--- config.mk ---
export PLATFORM = sky130hd
export DESIGN_NAME = uart_fifo_flat
export DESIGN_NICKNAME = d
export VERILOG_FILES = /design/src/rtl/uart_pkg.sv /design/src/rtl/uart_fifo_if.sv /design/src/rtl/uart_fifo_mem.sv /design/src/rtl/uart_fifo.sv /design/src/flat_wrapper.sv
export SDC_FILE = /design/constraint.sdc
export NUM_CORES = 1
export LEC_CHECK = 0
export ABC_AREA = 1
export CAP_MARGIN = 10
export CORE_MARGIN = 2
export CORE_UTILIZATION = 50
export DETAILED_ROUTE_END_ITERATION = 12
export GPL_TIMING_DRIVEN = 0
export PLACE_DENSITY = 0.68
export SLEW_MARGIN = 20
export SYNTH_ARGS = -nofsm -noshare
export SYNTH_HDL_FRONTEND = slang
export SYNTH_SLANG_ARGS = --single-unit
--- constraint.sdc ---
create_clock -name CLK -period 3.2 [get_ports CLK]
set_input_delay 0.48 -clock CLK [delete_from_list [all_inputs] [get_ports CLK]]
set_output_delay 0.48 -clock CLK [all_outputs]
set_load 0.01 [all_outputs]
--- src/rtl/uart_pkg.sv ---
// ============================================================================
//  Module   : uart_pkg
//  Purpose  : Shared constants and types for the UART byte path.
//  Contents : UART_DATA_W      - byte width
//             UART_FIFO_DEPTH  - default FIFO depth
//             uart_byte_t      - one UART byte
//  Revision : 1.0 - initial release
// ============================================================================
`default_nettype none

package uart_pkg;
  localparam int UART_DATA_W     = 8;
  localparam int UART_FIFO_DEPTH = 16;

  typedef logic [UART_DATA_W-1:0] uart_byte_t;
endpackage

`default_nettype wire

--- src/rtl/uart_fifo_if.sv ---
// ============================================================================
//  Module   : uart_fifo_if
//  Purpose  : Push/pop/status bundle between a FIFO user and uart_fifo.
//  Signals  : WE, din        - push request and data
//             RE, dout       - pop request and head data (FWFT)
//             Empty, Full    - occupancy flags
//             count          - occupancy 0..DEPTH
//             clr_err        - clears sticky error flags
//             ovf, udf       - sticky overflow / underflow
//  Modports : master - FIFO user, slave - the FIFO itself
//  Revision : 1.0 - initial release
// ============================================================================
`default_nettype none

interface uart_fifo_if #(
  parameter int WIDTH = 8,
  parameter int DEPTH = 16
);
  localparam int AW = $clog2(DEPTH);

  logic             WE;
  logic [WIDTH-1:0] din;
  logic             RE;
  logic [WIDTH-1:0] dout;
  logic             Empty;
  logic             Full;
  logic [AW:0]      count;
  logic             clr_err;
  logic             ovf;
  logic             udf;

  modport master (
    output WE, din, RE, clr_err,
    input  dout, Empty, Full, count, ovf, udf
  );

  modport slave (
    input  WE, din, RE, clr_err,
    output dout, Empty, Full, count, ovf, udf
  );
endinterface

`default_nettype wire

--- src/rtl/uart_fifo_mem.sv ---
// ============================================================================
//  Module   : fifo_mem
//  Purpose  : DEPTH x WIDTH register array, one synchronous write port and
//             one asynchronous read port. Contents are never reset.
//  Ports    : clk    - write clock
//             we     - write enable
//             waddr  - write index
//             wdata  - write data
//             raddr  - read index
//             rdata  - combinational read data
//  Revision : 1.0 - initial release
// ============================================================================
`default_nettype none

module fifo_mem #(
  parameter int WIDTH = 8,
  parameter int DEPTH = 16,
  parameter int AW    = $clog2(DEPTH)
) (
  input  wire logic             clk,
  input  wire logic             we,
  input  wire logic [AW-1:0]    waddr,
  input  wire logic [WIDTH-1:0] wdata,
  input  wire logic [AW-1:0]    raddr,
  output logic      [WIDTH-1:0] rdata
);

  logic [WIDTH-1:0] r_mem [DEPTH];

  always_ff @(posedge clk) begin
    if (we) begin
      r_mem[waddr] <= wdata;
    end
  end

  assign rdata = r_mem[raddr];

endmodule

`default_nettype wire

--- src/rtl/uart_fifo.sv ---
// ============================================================================
//  Module   : uart_fifo
//  Purpose  : First-word-fall-through synchronous byte FIFO between the
//             memory-mapped I/O path and the UART, with occupancy and sticky
//             overflow/underflow reporting.
//  Ports    : CLK  - clock, rising edge
//             RST  - asynchronous active-high reset
//             bus  - uart_fifo_if.slave (push, pop, status, error flags)
//  Revision : 1.0 - initial release
// ============================================================================
`default_nettype none

module uart_fifo
  import uart_pkg::*;
#(
  parameter int WIDTH = UART_DATA_W,
  parameter int DEPTH = UART_FIFO_DEPTH
) (
  input  wire logic    CLK,
  input  wire logic    RST,
  uart_fifo_if.slave   bus
);

  localparam int AW = $clog2(DEPTH);

  // Pointers carry one extra wrap bit so full and empty are distinguishable
  // when the index bits coincide.
  logic [AW:0]      r_wp;
  logic [AW:0]      r_rp;
  logic             r_ovf;
  logic             r_udf;

  logic             w_empty;
  logic             w_full;
  logic             w_push;
  logic             w_pop;
  logic [WIDTH-1:0] w_rdata;

  assign w_empty = (r_wp == r_rp);
  assign w_full  = (r_wp[AW-1:0] == r_rp[AW-1:0]) && (r_wp[AW] != r_rp[AW]);

  // Acceptance depends only on registered flags, so a pop in the same cycle
  // never makes room for a push while full.
  assign w_push  = bus.WE & ~w_full;
  assign w_pop   = bus.RE & ~w_empty;

  always_ff @(posedge CLK or posedge RST) begin
    if (RST) begin
      r_wp  <= '0;
      r_rp  <= '0;
      r_ovf <= 1'b0;
      r_udf <= 1'b0;
    end else begin
      if (w_push) begin
        r_wp <= r_wp + 1'b1;
      end
      if (w_pop) begin
        r_rp <= r_rp + 1'b1;
      end
      // A new error event takes priority over a clear in the same cycle.
      if (bus.WE && w_full) begin
        r_ovf <= 1'b1;
      end else if (bus.clr_err) begin
        r_ovf <= 1'b0;
      end
      if (bus.RE && w_empty) begin
        r_udf <= 1'b1;
      end else if (bus.clr_err) begin
        r_udf <= 1'b0;
      end
    end
  end

  fifo_mem #(
    .WIDTH (WIDTH),
    .DEPTH (DEPTH),
    .AW    (AW)
  ) u_mem (
    .clk   (CLK),
    .we    (w_push),
    .waddr (r_wp[AW-1:0]),
    .wdata (bus.din),
    .raddr (r_rp[AW-1:0]),
    .rdata (w_rdata)
  );

  assign bus.dout  = w_rdata;
  assign bus.Empty = w_empty;
  assign bus.Full  = w_full;
  assign bus.count = r_wp - r_rp;
  assign bus.ovf   = r_ovf;
  assign bus.udf   = r_udf;

endmodule

`default_nettype wire

--- src/flat_wrapper.sv ---
// flat-port wrapper written by rule: the top's interface ports become plain ports
module uart_fifo_flat import uart_pkg::*;
#(
  parameter int WIDTH = UART_DATA_W,
  parameter int DEPTH = UART_FIFO_DEPTH
)
  (CLK, RST, bus_WE, bus_din, bus_RE, bus_clr_err, bus_dout, bus_Empty, bus_Full, bus_count, bus_ovf, bus_udf);
  uart_fifo_if #(.WIDTH(WIDTH), .DEPTH(DEPTH)) bus_i ();
  input  wire logic CLK;
  input  wire logic RST;
  input wire logic [$bits(bus_i.WE)-1:0] bus_WE;
  input wire logic [$bits(bus_i.din)-1:0] bus_din;
  input wire logic [$bits(bus_i.RE)-1:0] bus_RE;
  input wire logic [$bits(bus_i.clr_err)-1:0] bus_clr_err;
  output wire logic [$bits(bus_i.dout)-1:0] bus_dout;
  output wire logic [$bits(bus_i.Empty)-1:0] bus_Empty;
  output wire logic [$bits(bus_i.Full)-1:0] bus_Full;
  output wire logic [$bits(bus_i.count)-1:0] bus_count;
  output wire logic [$bits(bus_i.ovf)-1:0] bus_ovf;
  output wire logic [$bits(bus_i.udf)-1:0] bus_udf;
  assign bus_i.WE = bus_WE;
  assign bus_i.din = bus_din;
  assign bus_i.RE = bus_RE;
  assign bus_i.clr_err = bus_clr_err;
  assign bus_dout = bus_i.dout;
  assign bus_Empty = bus_i.Empty;
  assign bus_Full = bus_i.Full;
  assign bus_count = bus_i.count;
  assign bus_ovf = bus_i.ovf;
  assign bus_udf = bus_i.udf;
  uart_fifo #(.WIDTH(WIDTH), .DEPTH(DEPTH)) u_core (.CLK(CLK), .RST(RST), .bus(bus_i));
endmodule
# Yosys cells after proc, flatten, opt, wreduce, memory -nomap -nowiden
# Memory sizes are Yosys's and may differ from the RTL's.
# Cells that the tools add are included.
# Widths: inputs -> output; s select.
# totals
ff_bits,12
mem_count,1
out_inout_bits,17
ramBits,128
word_cells,25
# op_classes
mux,5
n_addsub,3
n_eq_ne,3
bitwise,4
n_reduce_logical,5
# mem_list
name,depth,width,read_ports,rd_clocked_by_memory_dff,wr,line_no,source
u_core.u_mem.r_mem,16,8,1,0,1,uart_fifo_mem.sv:28,logic [WIDTH-1:0] r_mem [DEPTH];
# ops
operator,n
$add 5x1->5 const B,2
$eq 5x5->1,1
$mux 1,5
$sub 5x5->5,1
$eq 4x4->1,1
$reduce_bool 2->1,2
$logic_and 1x1->1,3
$and 1x1->1,2
$not 1->1,2
$ne 1x1->1,1

# Longest topological paths before layout
# Gate-level depths: netlist of the first run.
# depth
word_depth,6
mapped_depth,10

# By module
# A second synthesis of the first run with hierarchy kept.
# unflattened
hier_cells,652
area_unflattened_um2,6446.2
# modules_own_cells
mod,n_inst,area_per_inst_um2,seq_area_each_um2,cells_per_inst
fifo_mem,1,5606.6,3843.7,543
uart_fifo,1,839.6,300.3,109

# Worst setup path after synthesis of the first run
# No wires, ideal clock.
# synth_path
path_type,reg-to-reg
startpoint,reg u_core.r_rp[1]
endpoint,"mem u_core.u_mem.r_mem[7][0], enable pin"
stages_incl_launch_ff,8
setup_slack_ns,0.834
arrival_ns,1.982
period_less_slack_ns,2.366
path_buffers,2
cell_sequence,dfrtp_1 > buf_2 > inv_1 > buf_2 > ha_1 > nand4_4 > o21ai_2 > nor3_1
# synth_between
elab_chain_cells,6
# synth_lines
item,line_no,source
from (decl),uart_fifo.sv:29,logic [AW:0] r_rp;
from (signal assigned),uart_fifo.sv:58,r_rp <= r_rp + 1'b1;
$eq 4x4->1,uart_fifo.sv:40,assign w_full = (r_wp[AW-1:0] == r_rp[AW-1:0]) && (r_wp[AW] != r_rp[AW]);
$logic_and 1x1->1,uart_fifo.sv:40,
$not 1->1,uart_fifo.sv:44,assign w_push = bus.WE & ~w_full;
$and 1x1->1,uart_fifo.sv:44,
$mux 1,uart_fifo_mem.sv:31,if (we) begin
$mux 1 (implied by the code),uart_fifo_mem.sv:32,r_mem[waddr] <= wdata;
to (decl),uart_fifo_mem.sv:28,
# Every way passes these cells.

# Worst setup path in the final report of the first run
# layout_path
startpoint,reg u_core.r_rp[1]
endpoint,out bus_Full
# layout_between
elab_chain_cells,2
# layout_lines
item,line_no,source
$eq 4x4->1,uart_fifo.sv:40,
$logic_and 1x1->1,uart_fifo.sv:40,
to (decl),flat_wrapper.sv:17,output wire logic [$bits(bus_i.Full)-1:0] bus_Full;
# Every way passes these cells.

==> summary.txt, run 1 <==
Logic synthesis
  • Predominant post-synthesis flop cell: edfxtp_1
  • Unique masters post-synth: 26
  • Post-synthesis mux area share: 0%
  • Share of the synthesized area in the top cell type: 58.9%
  • FFs w/ async S/R, synth: under 10%
  • Synthesized area: about 6500 µm²
  • Xor and xnor area share after synthesis: roughly 1.6%
  • Top-count cell post-synth: nand2_1
  • Sequential share of the synthesized area: about 64%
  • Synth top cells by count: 222 x nand2_1, 134 x inv_1, 128 x edfxtp_1, 85 x nand3_1, 15 x nor2_1
  • Seq cells post-synth: 140
  • Mapped Cells: roughly 670
  • Synth Area in Simple Gates: a little over a fifth
  • Syn nets: 688
  • Post-synth EDFFs: roughly 130
  • Yosys warns: 0
  • Synth area leaders: edfxtp_1 59%, nand2_1 13%, inv_1 7.7%, nand3_1 6.5%, dfrtp_1 4.6%
  • Largest area contributor in the netlist: edfxtp_1
  • Compound-Gate Fraction of Synth Area: about 1.1%
  • Largest family of logic cells by synthesized area: simple AND/OR/NAND/NOR gates
  • Avg Inst Size Synth: between 9 and 10 µm²
  • Adder-Cell Fraction of Synth Area: under 10%

STA
  • Max Slew Vio Count: 0
  • Fin Setup TNS: 0 ns
  • Hold slack: between 0.4 and 0.5 ns
  • Post-route minimum period: between 3 and 4 ns
  • Final Hold Fails: 0
  • Tcrit/Tclk final: between 90% and 100%
  • # setup viols final: 0
  • RSZ-0062 raised after global routing: false
  • Max-slew headroom: roughly 39%
  • Worst-Margin Slew: a little over 0.9 ns
  • Highest clock rate: 0.325 GHz
  • Worst clock skew: approximately 0.0062 ns

Place
  • DP Wirelength: around 9.6 mm
  • Final Wtd Congestion: ~0.85
  • # port buffers: 29

Route
  • Post-route DRC: 0
  • Total Routed Length: 14.7 mm
  • Iter 0 DRT Violations: between 400 and 500
  • DR pass1 iterations: 5
  • ANT nets after route: 0
  • Vias post-DR: roughly 4600
  • Via density per instance: a little over 5
  • WL/cell: about 16 µm

Outcome
  • Status: finished clean

Critical path
  • Worst Path Required: ~2.7 ns
  • WS Path Type: flop to primary output
  • Reg2reg start: u_core.r_rp[1]
  • Worst setup EP type: primary output
  • Crit start category: flop
  • Critical path origin: u_core.r_rp[1]
  • CP arrival: approximately 2.6 ns
  • CP max FO: 11

Pwr
  • VDD IR max: about 0.00072 V
  • Pwr per Cell Area: roughly 970 nW/µm²
  • Cell leakage power: 3.43 nW

Clock tree
  • Hold buffer count at CTS: 0
  • Worst skew pair latency: between 0.4 and 0.5 ns
  • Worst-path clk slew: roughly 0.06 ns
  • Clock Tree Buf Depth: 2
  • Clk sinks: 140
  • CTS Buf Count: 17
  • Clk root buf: clkbuf_16
  • H-tree levels: 4
  • CTS tree: yes

Run
  • Max-cap violations: 0

GRT
  • First-pass GRT wire length: 23.1 mm
  • GR Overflow Total: 0
  • Total track usage: between 20% and 30%
  • Vias in the first global route: roughly 4500
  • Initial antenna violation count: 0
  • Pin count of the biggest net entering global routing: 17

Finish
  • Share of post-route cells with drive strength above 1: roughly 10%
  • Area grow syn2layout: 18.4%
  • Fill cells: roughly 1100
  • Nets@finish: roughly 740
  • N_diodes: 0

Floorplan
  • I/O Pins: 30
  • Die area: 14000 µm²
  • Core Box Area: 12700 µm²
  • Die width: around 120 µm
  • Starting Density: between 50% and 60%
  • Site row count: 41
  • Die Ht: ~120 µm

Worst hold path
  • Hold WC Path Type: input pin to async pin
per-layer routing:
metal / global-route usage (%) / share of wire (%) / wire length [µm]
met5: 0 / 0 / 0
met4: 8.96 / 2.5 / 363
met3: 4.63 / 7.1 / 1040
met2: 35.3 / 48 / 7010
met1: 29.0 / 43 / 6270
layout make-up:
cell class	count	area (µm²)	area share, %
Timing Repair Buffer	31	308	3.98
Inverter	138	526	6.80
Clock buffer	17	425	5.51
Multi-Input combinational cell	363	1740	22.6
Buffer	24	141	1.83
Sequential cell	140	4140	53.6
Clock inverter	15	221	2.87
Tap cell	172	215	2.79
cells by family (layout without fill, tap and decap cells):
| family | Yosys count | after routing |
|---|---|---|
| and+or+nand+nor | 331 | 331 |
| buffers and inverters | 162 | 225 |
| xor gates and xnor gates | 11 | 11 |
| DFF | 140 | 140 |
| adders and majority gates | 10 | 10 |
| AOI/OAI and AO/OA | 11 | 11 |
what timing repair did:
item	in CTS	in global routing
pin swaps	0	0
buffers inserted	0	2
resized for setup	1	7
endpoints found under the setup margin	1	4
layout by cell type (no fill, tap or decap), drive strengths merged:
master,synthesis,layout
ha,9,9
clkinv,2,6
a21oi,2,2
edfxtp,128,128
clkinvlp,0,6
clkdlybuf4s50,0,28
buf,19,20
clkbuf,5,23
o21ai,9,9
xnor2,4,4
nand3,85,85
inv,136,136
xor2,7,7
nor2,17,17
nand4,1,1
nand2,225,225
dfrtp,12,12
fa,1,1
dlymetal6s2s,0,1
bufinv,0,5
nor3,3,3
flip-flops by register name, indices dropped and copies added, names as in the netlist:
name and count:
u_core.bus.ovf 1, u_core.bus.udf 1, u_core.r_rp 5, u_core.r_wp 5
u_core.u_mem.r_mem 128
power by group:
part | internal (W) | switching (W) | leakage [nW]
logic | 0.00116 | 0.00184 | 1.82
clock network | 0.00138 | 0.000742 | 0.305
registers | 0.00222 | 0.000118 | 1.31
critical path, stage by stage, from the launching register on:
cell	delay, ns
dfrtp_1	0.36
clkbuf_4	0.21
clkinvlp_4	0.13
buf_4	0.20
ha_1	0.34
nand4_4	0.15
nor2_4	0.22
clkdlybuf4s50_1	0.57
final timing paths:
path / to / slack, ns / cells past startpoint
max: bus_Full / 0.12 / 7
min: u_core.bus.udf / 0.41 / 2
max reg2reg: u_core.u_mem.r_mem[5][7] / 0.39 / 9
min reg2reg: u_core.r_rp[3] / 0.55 / 2
max in group asynchronous: u_core.r_rp[4] / 2.45 / 2
min in group CLK: u_core.r_rp[3] / 0.55 / 2
per-stage QoR:
stage,instance area (µm²),util [%],cells,total power (W),setup slack [ns]
floorplan,6520,-,665,0.00417,0.834
global placement,7030,55.5,866,0.00525,0.0371
detailed placement,7040,55.6,866,0.00530,0.198
CTS,7690,60.7,898,0.00744,0.0165
global route,7720,61.0,900,0.00787,0.0139
finish,7720,61.0,900,0.00746,0.119
(Power assumes the default switching activity.)
==> run 2, diff against run 1 <==
--- a/config.mk
+++ b/config.mk
@@ -6,7 +6,7 @@
 export NUM_CORES = 1
 export LEC_CHECK = 0
 export ABC_AREA = 1
-export CAP_MARGIN = 10
+export CAP_MARGIN = 5
 export CORE_MARGIN = 2
 export CORE_UTILIZATION = 50
 export DETAILED_ROUTE_END_ITERATION = 12
==> results of run 2 <==
Same layout as run 1: the final DEF is identical, and so are final timing and power.
==> run 3, diff against run 2 <==
--- a/config.mk
+++ b/config.mk
@@ -5,10 +5,10 @@
 export SDC_FILE = /design/constraint.sdc
 export NUM_CORES = 1
 export LEC_CHECK = 0
-export ABC_AREA = 1
 export CAP_MARGIN = 5
 export CORE_MARGIN = 2
 export CORE_UTILIZATION = 50
+export CTS_CLUSTER_SIZE = 25
 export DETAILED_ROUTE_END_ITERATION = 12
 export GPL_TIMING_DRIVEN = 0
 export PLACE_DENSITY = 0.68
==> constraint.sdc (replaced) <==
create_clock -name CLK -period 3.5 [get_ports CLK]
set_input_delay 0.525 -clock CLK [delete_from_list [all_inputs] [get_ports CLK]]
set_output_delay 0.525 -clock CLK [all_outputs]
set_load 0.01 [all_outputs]
==> summary.txt, run 3 <==
Place
  • DP Wirelength: 7.75 mm (-19%)
  • # port buffers: 29 (unchanged)
  • Pre-CTS setup slack: -0.00729 ns (-0.205 ns)
  • Final Wtd Congestion: 0.842 (-0.84%)

Pwr
  • Pwr Total: 0.00630 W (-16%)
  • Pwr per Cell Area: 916 nW/µm² (-5.2%)
  • Share of power burned in registers: 34.0% (+2.7 points)
  • Part of the power in the clock network: 30.0% (+1.6 points)
  • Sw frac: 31.6% (-4.6 points)
  • Cell-internal power: 0.00431 W (-9.5%)
  • VDD IR max: 0.000421 V (-42%)
  • Logic pwr share: 36.0% (-4.3 points)
  • Psw: 0.00199 W (-26%)
  • Cell leakage power: 2.39 nW (-30%)

Logic synthesis
  • Yosys warns: 0 (unchanged)
  • Seq cells post-synth: 140 (unchanged)
  • Largest area contributor in the netlist: edfxtp_1
  • Mapped Cells: 307 (-54%)
  • Adder-Cell Fraction of Synth Area: 2.30% (+0.27 points)
  • Largest family of logic cells by synthesized area: multiplexers
  • Synth Area in Simple Gates: 3.06% (-19 points)
  • Predominant post-synthesis flop cell: edfxtp_1
  • Xor and xnor area share after synthesis: 1.97% (+0.38 points)
  • Top-count cell post-synth: edfxtp_1
  • Share of the synthesized area in the top cell type: 66.6% (+7.7 points)
  • Syn nets: 330 (-52%)
  • Unique masters post-synth: 34 (+31%)
  • Avg Inst Size Synth: 18.8 µm² (+92%)
  • Post-synth EDFFs: 128 (unchanged)
  • Compound-Gate Fraction of Synth Area: 4.06% (+2.9 points)
  • Post-synthesis mux area share: 14.6% (+15 points)
  • Synth top cells by count: 128 x edfxtp_1, 24 x mux2i_1, 16 x mux4_1, 14 x nor2_1, 12 x dfrtp_1
  • FFs w/ async S/R, synth: 8.57% (unchanged)
  • Synth area leaders: edfxtp_1 67%, mux4_1 7.3%, dfrtp_1 5.2%, mux2i_1 4.2%, mux4_2 3.1%
  • Synthesized area: 5770 µm² (-12%)
  • Sequential share of the synthesized area: 71.8% (+8.3 points)

Floorplan
  • Starting Density: 51.0% (-0.52 points)
  • Die width: 111 µm (-5.8%)
  • Site row count: 39 (-4.9%)
  • Die Ht: 111 µm (-5.8%)
  • I/O Pins: 30 (unchanged)
  • Die area: 12400 µm² (-11%)
  • Core Box Area: 11300 µm² (-11%)

Route
  • ANT nets after route: 0 (unchanged)
  • Iter 0 DRT Violations: 238 (-46%)
  • Via density per instance: 5.75 (+13%)
  • Post-route DRC: 0 (unchanged)
  • Vias post-DR: 2934 (-36%)
  • Total Routed Length: 11.8 mm (-20%)
  • WL/cell: 23.2 µm (+42%)
  • DR pass1 iterations: 4 (-1)

Clock tree
  • Clk root buf: clkbuf_16
  • Hold buffer count at CTS: 0 (unchanged)
  • H-tree levels: 4 (unchanged)
  • Clk sinks: 140 (unchanged)
  • Clock Tree Buf Depth: 2 (unchanged)
  • Worst-path clk slew: 0.06 ns (about the same)
  • Worst skew pair latency: 0.42 ns (about the same)
  • CTS tree: yes
  • CTS Buf Count: 17 (unchanged)

STA
  • Final Hold Fails: 0 (unchanged)
  • # setup viols final: 0 (unchanged)
  • Max Slew Vio Count: 0 (unchanged)
  • Final worst slack: 0.176 ns (+0.0570 ns)
  • Worst clock skew: 0.00830 ns (+0.00208 ns)
  • Highest clock rate: 0.301 GHz
  • Post-route minimum period: ~3.3 ns
  • RSZ-0062 raised after global routing: false
  • Hold slack: 0.419 ns (+0.00954 ns)
  • Worst-Margin Slew: 0.850 ns (-0.0589 ns)
  • Tcrit/Tclk final: between 90% and 100%
  • Max-slew headroom: 43.1% (+4.0 points)

Critical path
  • Critical path's most frequent cell: mux2i_1
  • Worst Path Required: 2.97 ns (+0.25 ns)
  • CP max FO: 15 (+4)
  • Crit start category: flop
  • Worst setup EP type: primary output
  • CP max stage delay: 0.56 ns (about the same)
  • Worst path slowest cell: clkdlybuf4s50_1
  • Crit path cell chain: buf_4 > buf_2 > mux2i_1 > a22oi_1 > mux2i_1 > o21ai_1 > clkdlybuf4s50_1
  • CP arrival: 2.80 ns (+0.20 ns)
  • WS Path Type: flop to primary output

Finish
  • Largest regs: u_core.u_mem.r_mem (128), u_core.r_rp (5), u_core.r_wp (5)
  • N_diodes: 0 (unchanged)
  • Commonest non-fill, non-tap cells in the layout: 128 x edfxtp_1, 29 x clkdlybuf4s50_1, 24 x mux2i_1
  • Share of post-route cells with drive strength above 1: 14.7% (+4.7 points)
  • Max FFs per register: 128 (unchanged)
  • Area grow syn2layout: 19.2%
  • Nets@finish: 377 (-49%)
  • Biggest register: u_core.u_mem.r_mem
  • Most common cell after layout, fill and taps aside: edfxtp_1

GRT
  • First-pass GRT wire length: 18.2 mm (-21%)
  • Total track usage: 20.4% (-1.6 points)
  • Pin count of the biggest net entering global routing: 17 (unchanged)
  • Vias in the first global route: 3018 (-32%)
  • Initial antenna violation count: 0 (unchanged)
  • GR Overflow Total: 0 (unchanged)

Run
  • Max-cap violations: 0 (unchanged)

Worst hold path
  • Hold WC Path Type: input pin to async pin

Outcome
  • Status: finished clean
run 3: cell types whose count changed after synthesis, moves of 5 or more:
cell | before | now
nand2_1 | 222 | 10
inv_1 | 134 | 10
nand3_1 | 85 | 1
mux2i_1 | 0 | 24
mux4_1 | 0 | 16
buf_2 | 12 | 3
a22oi_1 | 0 | 8
a32oi_1 | 0 | 8
mux4_2 | 0 | 8
o21ai_1 | 0 | 8
xnor2_1 | 3 | 10
o21ai_2 | 5 | 0
run 3: path summary, 6_finish.rpt:
| kind | cells after the start | slack (ns) | end | from |
|---|---|---|---|---|
| worst max-delay path | 7 | 0.18 | bus_dout[5] | u_core.r_rp[1] |
| worst min-delay path | 2 | 0.42 | u_core.bus.ovf | RST |
| worst max register to register | 6 | 0.46 | u_core.u_mem.r_mem[6][4] | u_core.r_rp[2] |
| worst min register to register | 2 | 0.52 | u_core.bus.ovf | u_core.bus.ovf |
| max in group asynchronous | 2 | 2.75 | u_core.r_rp[2] | RST |
| min in group CLK | 2 | 0.52 | u_core.bus.ovf | u_core.bus.ovf |
run 3: critical path: cells and delay by family (launching register included):
family                 cells  cell delay, ns
buffers and inverters      3            1.15
AOI/OAI and AO/OA          2            0.58
DFF                        1            0.36
muxes                      2            0.29
run 3: kinds of logic after synthesis:
group	count (synthesis)
compound gates	34
buf+inv	24
flops	140
simple gates	38
xor+xnor	13
mux	48
fa+ha+maj	10
run 3: routing by layer:
metal | global-route usage (%) | part of all wire [%]
met1 | 29.1 | 44
met2 | 32.3 | 50
met3 | 3.81 | 4.6
met4 | 6.58 | 1.2
met5 | 0 | 0
run 3: layout make-up:
type                            count  area [µm²]
Clock buffer                       18         429
Clock inverter                     14         194
Buffer                             12        83.8
Fill cell                         823        4440
Tap cell                          143         179
Timing Repair Buffer               29         290
Inverter                           11        41.3
Sequential cell                   140        4140
Multi-Input combinational cell    143        1520
run 3: repair_timing:
item | 4_1_cts | 5_1_grt
setup endpoints to repair | 18 | 5
pin swaps | 0 | 0
resized for setup | 0 | 2
hold endpoints to repair | 0 | 0
buffers inserted | 0 | 0
run 3: per-stage QoR:
step / utilization [%] / TNS (ns) / area (µm²) / std cells
after detailed placement: 55.3 / -0.0555 / 6260 / 479
final: 60.8 / 0 / 6880 / 510
after floorplan: - / 0 / 5770 / 307
after global placement: 55.1 / -9.96 / 6240 / 479
after global routing: 60.8 / 0 / 6880 / 510
after CTS: 60.8 / 0 / 6880 / 510
run 3: power groups by stage:
stage / clock network, W / logic, W / registers [W]
CTS: 0.00190 / 0.00229 / 0.00214
global route: 0.00197 / 0.00245 / 0.00216
finish: 0.00189 / 0.00227 / 0.00214
global placement: 0 / 0.00224 / 0.00217
detailed placement: 0 / 0.00228 / 0.00218
floorplan: 0 / 0.00140 / 0.00215
